--- config.mk ---
export PLATFORM = sky130hd
export DESIGN_NAME = car_motion_ctrl
export DESIGN_NICKNAME = d
export VERILOG_FILES = /design/src/rtl/car_motion_ctrl.sv
export SDC_FILE = /design/constraint.sdc
export NUM_CORES = 1
export LEC_CHECK = 0
export CAP_MARGIN = 0
export CORE_AREA = 2 2 103 105
export CTS_CLUSTER_DIAMETER = 30
export CTS_CLUSTER_SIZE = 16
export DETAILED_ROUTE_END_ITERATION = 10
export DIE_AREA = 0 0 105 107
export PLACE_DENSITY = 0.79
export SYNTH_ARGS = -nofsm -noshare
export SYNTH_HDL_FRONTEND = slang
export SYNTH_SLANG_ARGS = --single-unit
--- constraint.sdc ---
create_clock -name clk -period 5.2 [get_ports clk]
set_clock_uncertainty 0.1 [all_clocks]
set_input_delay 0.52 -clock clk [delete_from_list [all_inputs] [get_ports clk]]
set_output_delay 0.52 -clock clk [all_outputs]
set_load 0.005 [all_outputs]
--- src/rtl/car_motion_ctrl.sv ---
// car_motion_ctrl
// Velocity-based car motion controller for the framebuffer car renderer.
// Held direction buttons accelerate each axis. Speed saturates at MAX_SPEED,
// and an idle axis decays toward zero by FRICTION. Motion advances once every
// FRAME_DIV frame ticks. Screen edges clamp, wrap or bounce, selected by EDGE_MODE.
//
// Ports
//   clk          system clock (clk_sys)
//   rst_n        synchronous active-low reset
//   frame_tick   one-cycle pulse per frame
//   up_held, down_held, left_held, right_held   debounced button levels
//   center_reset recentre request: zeroes position, velocity and the divider
//   dx, dy       signed displacement of the car centre from the screen centre
//   vx, vy       signed velocity, in px per move tick
//   hit_x, hit_y one-cycle pulse when that axis met a boundary on a move tick
//   moving       high while either velocity is nonzero
module car_motion_ctrl #(
  parameter int W         = 320,
  parameter int H         = 240,
  parameter int WB        = 88,
  parameter int HB        = 44,
  parameter int POS_W     = 12,
  parameter int FRAME_DIV = 2,
  parameter int ACCEL     = 1,
  parameter int MAX_SPEED = 4,
  parameter int FRICTION  = 1,
  parameter int EDGE_MODE = 0
) (
  input  logic                    clk,
  input  logic                    rst_n,
  input  logic                    frame_tick,
  input  logic                    up_held,
  input  logic                    down_held,
  input  logic                    left_held,
  input  logic                    right_held,
  input  logic                    center_reset,
  output logic signed [POS_W-1:0] dx,
  output logic signed [POS_W-1:0] dy,
  output logic signed [POS_W-1:0] vx,
  output logic signed [POS_W-1:0] vy,
  output logic                    hit_x,
  output logic                    hit_y,
  output logic                    moving
);

  localparam int DX_MAX = W / 2 - WB / 2;
  localparam int DY_MAX = H / 2 - HB / 2;
  localparam int SPAN_X = 2 * DX_MAX + 1;
  localparam int SPAN_Y = 2 * DY_MAX + 1;
  // The divider keeps at least one bit, even when every frame is a move tick.
  localparam int CNT_W  = (FRAME_DIV > 1) ? $clog2(FRAME_DIV) : 1;

  typedef struct packed {
    logic signed [POS_W-1:0] p;
    logic signed [POS_W-1:0] v;
    logic                    hit;
  } axis_t;

  // One axis update. Arithmetic runs one bit wider than the outputs, so
  // p + v never wraps before the bound check sees it.
  function automatic axis_t axis_step(
    input logic signed [POS_W-1:0] p,
    input logic signed [POS_W-1:0] v,
    input logic                    pos_btn,
    input logic                    neg_btn,
    input logic signed [POS_W:0]   bnd,
    input logic signed [POS_W:0]   span
  );
    logic signed [POS_W:0] acc, fr, ms, ve, vn, pn, pw, nv;
    axis_t r;
    acc = (POS_W+1)'(ACCEL);
    fr  = (POS_W+1)'(FRICTION);
    ms  = (POS_W+1)'(MAX_SPEED);
    ve  = {v[POS_W-1], v};
    if (pos_btn && !neg_btn) begin
      vn = ve + acc;
      if (vn > ms) vn = ms;
    end else if (neg_btn && !pos_btn) begin
      vn = ve - acc;
      if (vn < -ms) vn = -ms;
    end else if (ve > fr) begin
      vn = ve - fr;
    end else if (ve < -fr) begin
      vn = ve + fr;
    end else begin
      vn = '0;
    end
    pn    = {p[POS_W-1], p} + vn;
    pw    = pn;
    nv    = -vn;
    r.p   = pn[POS_W-1:0];
    r.v   = vn[POS_W-1:0];
    r.hit = 1'b0;
    if (pn > bnd || pn < -bnd) begin
      r.hit = 1'b1;
      case (EDGE_MODE)
        1: begin
          pw  = (pn > bnd) ? (pn - span) : (pn + span);
          r.p = pw[POS_W-1:0];
        end
        2: begin
          pw  = (pn > bnd) ? bnd : -bnd;
          r.p = pw[POS_W-1:0];
          r.v = nv[POS_W-1:0];
        end
        default: begin
          pw  = (pn > bnd) ? bnd : -bnd;
          r.p = pw[POS_W-1:0];
          r.v = '0;
        end
      endcase
    end
    return r;
  endfunction

  logic signed [POS_W-1:0] dx_q, dx_d, dy_q, dy_d, vx_q, vx_d, vy_q, vy_d;
  logic                    hit_x_q, hit_x_d, hit_y_q, hit_y_d;
  logic [CNT_W-1:0]        cnt_q, cnt_d;
  logic                    move_tick;
  axis_t                   ax_x, ax_y;

  assign move_tick = frame_tick && (cnt_q == CNT_W'(FRAME_DIV - 1));

  // Right and down are the positive directions.
  assign ax_x = axis_step(dx_q, vx_q, right_held, left_held,
                          (POS_W+1)'(DX_MAX), (POS_W+1)'(SPAN_X));
  assign ax_y = axis_step(dy_q, vy_q, down_held, up_held,
                          (POS_W+1)'(DY_MAX), (POS_W+1)'(SPAN_Y));

  always_comb begin
    cnt_d   = cnt_q;
    dx_d    = dx_q;
    dy_d    = dy_q;
    vx_d    = vx_q;
    vy_d    = vy_q;
    hit_x_d = 1'b0;
    hit_y_d = 1'b0;
    if (center_reset) begin
      cnt_d = '0;
      dx_d  = '0;
      dy_d  = '0;
      vx_d  = '0;
      vy_d  = '0;
    end else if (frame_tick) begin
      if (move_tick) begin
        cnt_d   = '0;
        dx_d    = ax_x.p;
        vx_d    = ax_x.v;
        hit_x_d = ax_x.hit;
        dy_d    = ax_y.p;
        vy_d    = ax_y.v;
        hit_y_d = ax_y.hit;
      end else begin
        cnt_d = cnt_q + CNT_W'(1);
      end
    end
  end

  always_ff @(posedge clk) begin
    if (!rst_n) begin
      cnt_q   <= '0;
      dx_q    <= '0;
      dy_q    <= '0;
      vx_q    <= '0;
      vy_q    <= '0;
      hit_x_q <= 1'b0;
      hit_y_q <= 1'b0;
    end else begin
      cnt_q   <= cnt_d;
      dx_q    <= dx_d;
      dy_q    <= dy_d;
      vx_q    <= vx_d;
      vy_q    <= vy_d;
      hit_x_q <= hit_x_d;
      hit_y_q <= hit_y_d;
    end
  end

  assign dx     = dx_q;
  assign dy     = dy_q;
  assign vx     = vx_q;
  assign vy     = vy_q;
  assign hit_x  = hit_x_q;
  assign hit_y  = hit_y_q;
  assign moving = (|vx_q) || (|vy_q);

endmodule
==> summary.md <==
| Metric | Value |
|---|---|
| Outcome | `finished, final reports clean` |
| Post-route cell area | `7390 um^2` |
| Clk pin slew, worst setup/hold paths | `110 ps` |
| Critical path peak fanout | `8` |
| I/O pin total | `59` |
| Worst path bufs/invs | `3` |
| Sequential-to-total area share from yosys stat | `0.193` |
| Fraction of layout instances using a drive strength above 1 | `0.280` |
| Period utilisation layout | `0.984` |
| Type of the worst setup path | `flop to flop` |
| Drt via density | `6.53` |
| Arrival time reported for the critical path endpoint | `5240 ps` |
| Final Core Density | `0.732` |
| Worst Max-Slew Pin Slew | `1150 ps` |
| Post-DP HPWL | `13.5 mm` |
| Hold Crit Start | `dy[8]$_SDFFE_PP0P_` |
| Cell area after synthesis | `5290 um^2` |
| Grt ovf | `0` |
| YS warnings | `0` |
| Post-Synthesis Cells | `682` |
| Instance count along the most critical hold path | `1` |
| Die width | `105 um` |
| Layout overhead on the synthesized area | `39.5%` |
| Worst hold margin | `421 ps` |
| Max incr delay on CP | `390 ps` |
| Leading cell types by total area after synthesis | `sky130_fd_sc_hd__dfxtp_1, sky130_fd_sc_hd__ha_1, sky130_fd_sc_hd__xnor2_1, sky130_fd_sc_hd__a32o_1, sky130_fd_sc_hd__o21ai_0` |
| Insertion delay to the later sink of the worst-skew pair | `340 ps` |
| Clock tree from TritonCTS | `done` |
| Number of synthesized flops with an enable pin | `0` |
| Effective utilization at floorplan | `0.525` |
| CP top delay family | `compound AO/OA/AOI/OAI gates` |
| Minimum setup slack among reg-to-reg paths | `80 ps` |
| Total negative setup slack | `0 ps` |
| Total GRT Usage | `0.306` |
| Yosys reg bits | `51` |
| Pin count of the biggest net entering global routing | `31` |
| Peak ir drop on the vdd network | `0.127 mV` |
| Placement Rows | `37` |
| Setup repair after global routing missed its margin | `yes` |
| Share of Yosys cell area claimed by the top area cell type | `0.193` |
| Chain of cells forming the critical path | `inv_2 > ha_4 > or3b_4 > nor3_4 > xnor2_2 > a211oi_2 > nand3_2 > ha_4 > a21oi_4 > nand2_2 > o21ai_1 > nand2b_1 > a32o_2 > ha_4 > buf_4 > nand3_1 > a21oi_1 > o21ai_1 > nand3b_1 > a31oi_4 > xor2_2 > buf_4 > mux2_4 > a32o_1` |
| Post-route DRC | `0` |
| Number of DRC markers after the initial detailed-route iteration | `352` |
| Average detailed-routed wire length per instance | `20.0 um` |
| Final GP Congestion | `0.992` |
| Total setup violations reported at the end of the flow | `0` |
| Max-capacitance violation count | `0` |
| Maximum clock path buffer count | `2` |
| Total routed wirelength | `19.0 mm` |
| Grt met2 use | `0.549` |
| Leakage power | `3.07 nW` |
| Number of antenna violations at the first check in global routing | `0` |
| CP Data Required Time | `5330 ps` |
| Number of port buffers | `58` |
| Final instance count without filler cells | `951` |
| Final antenna-violating net count | `0` |
| Master cell of the clock root buffer | `sky130_fd_sc_hd__clkbuf_8` |
| Worst Hold Path EP | `dy[8]$_SDFFE_PP0P_` |
| Average size of a mapped cell | `7.76 um^2` |
| Worst setup path startpoint | `vx[1]$_SDFFE_PP0P_` |
| TritonCTS Buffers | `5` |
| Distinct cell type count of the synthesized netlist | `82` |
| Busiest layer in global routing | `met2` |
| Max Clock Freq | `195 MHz` |
| Shortest period the worst path allows | `5120 ps` |
| Most common flop cell mapped by yosys | `sky130_fd_sc_hd__dfxtp_1` |
| Nets@finish | `859` |
| Hold/Removal Path Class | `flop to flop` |
| Global routing met3 resource utilization | `0.0413` |
| FF-to-FF path depth | `24` |
| Final-report max-slew violation count | `0` |
| Launch point of the worst reg-to-reg path | `vx[1]$_SDFFE_PP0P_` |
| CTS sink count | `51` |
| Synthesized net count | `727` |
| CORE AREA | `10100 um^2` |
| Most used cell, CP | `sky130_fd_sc_hd__ha_4` |
| Critical R2R Capture | `dx[0]$_SDFFE_PP0P_` |
| Global-route wire length before repair | `28.1 mm` |
| Number of global-route vias before repair | `5937` |
| Die Height | `107 um` |
| Worst slew margin | `0.234` |
| Via count of the routed design | `6212` |
| Cell taking the most area after synthesis | `sky130_fd_sc_hd__dfxtp_1` |
| Met1 global-route usage | `0.353` |
| Pwr Density | `132 nW/um^2` |
| Antenna diode count | `0` |
| Kind of end point of the critical path | `flop` |
| Number of endpoints with negative hold slack in the final report | `0` |
| Share of synthesized registers carrying an async set or reset | `0` |
| Placed Instances | `929` |
| Area enclosed by the die boundary | `11200 um^2` |
| Slowest library cell on the worst path | `sky130_fd_sc_hd__or3b_4` |
| Kind of start point of the critical path | `flop` |
| CTS HTree Levels | `2` |
| Placed inst area | `6630 um^2` |
| Iteration count of the initial detailed-routing pass | `4` |
[synth_stat cells (all sizes together), types with 12 or more instances]
cell type   n
dfxtp      51
nor2       50
o21ai      48
nand2      43
a21oi      42
ha         35
xnor2      35
clkbuf     29
a32o       28
nor3       28
nand3      23
xor2       20
inv        18
a31oi      15
o21a       15
and2       14
buf        14
nor2b      12
[registers in the layout (all words and copies together) (netlist names)]
register,cells
hit_x,1
vy,12
dx,12
cnt_q,1
vx,12
dy,12
hit_y,1
[how the worst max path moves through the flow]
stage / to / slack, ps / cells past startpoint
2_1_floorplan: vx[5]$_SDFFE_PP0P_ / 3 / 25
6_report: dx[0]$_SDFFE_PP0P_ / 80 / 24
5_1_grt: dx[0]$_SDFFE_PP0P_ / -130 / 23
3_3_place_gp: dy[1]$_SDFFE_PP0P_ / -50 / 21
3_5_place_dp: dy[1]$_SDFFE_PP0P_ / -150 / 21
4_1_cts: dy[1]$_SDFFE_PP0P_ / 30 / 21
[per-layer routing]
layer | up-vias | wire length, um
li1 | 2867 | -
met1 | 2968 | 7320
met2 | 291 | 9440
met3 | 86 | 1150
met4 | 0 | 1090
met5 | - | 0
[layout make-up]
| type | count | area, um^2 |
|---|---|---|
| inverter | 18 | 67.6 |
| clock buffer | 5 | 68.8 |
| tap | 136 | 170 |
| timing repair buffer | 167 | 1440 |
| multi-input combinational | 571 | 4590 |
| fill | 798 | 2710 |
| clock inverter | 3 | 28.8 |
| sequential | 51 | 1030 |
[through the flow]
| stage | setup WS (ps) | power, mW |
|---|---|---|
| 2_1_floorplan | 2.73 | 0.571 |
| 3_3_place_gp | -49.7 | 0.652 |
| 3_5_place_dp | -153 | 0.657 |
| 4_1_cts | 31.2 | 0.917 |
| 5_1_grt | -134 | 1.01 |
| 6_report | 81.4 | 0.976 |
[kinds of logic after synthesis]
family / synth area share
AND/OR/NAND/NOR: 0.228
XOR/XNOR: 0.0955
multiplexers: 0.0149
adder cells (fa/ha/maj): 0.0960
AO/OA/AOI/OAI: 0.324
flip-flops: 0.193
buffers and inverters: 0.0492
[what timing repair did]
item                                    CTS  global route
pin swaps                                 2            44
endpoints found under the setup margin   38            45
endpoints found under the hold margin     0             0
cloned                                    1             1
hold buffers                              0             0
setup buffers                             2            10
gates resized for setup                  10           108
[report_power, final]
part           internal, mW  switching, mW
clock                 0.100          0.160
sequential            0.394        0.00398
combinational         0.142          0.177
total                 0.635          0.340
[placed cells by master, fill, tap and decap left out, types with 16 or more instances in the layout]
cell type | netlist | layout
sky130_fd_sc_hd__nand2_1 | 43 | 38
sky130_fd_sc_hd__buf_4 | 2 | 105
sky130_fd_sc_hd__nand3_1 | 23 | 22
sky130_fd_sc_hd__nor3_1 | 28 | 21
sky130_fd_sc_hd__nor2_1 | 50 | 48
sky130_fd_sc_hd__o21ai_0 | 45 | 37
sky130_fd_sc_hd__a21oi_1 | 42 | 36
sky130_fd_sc_hd__inv_1 | 18 | 16
sky130_fd_sc_hd__ha_1 | 35 | 25
sky130_fd_sc_hd__a32o_1 | 28 | 26
sky130_fd_sc_hd__clkdlybuf4s50_1 | 0 | 58
sky130_fd_sc_hd__dfxtp_1 | 51 | 46
sky130_fd_sc_hd__xor2_1 | 20 | 17
sky130_fd_sc_hd__xnor2_1 | 35 | 31
(Power assumes the default switching activity.)
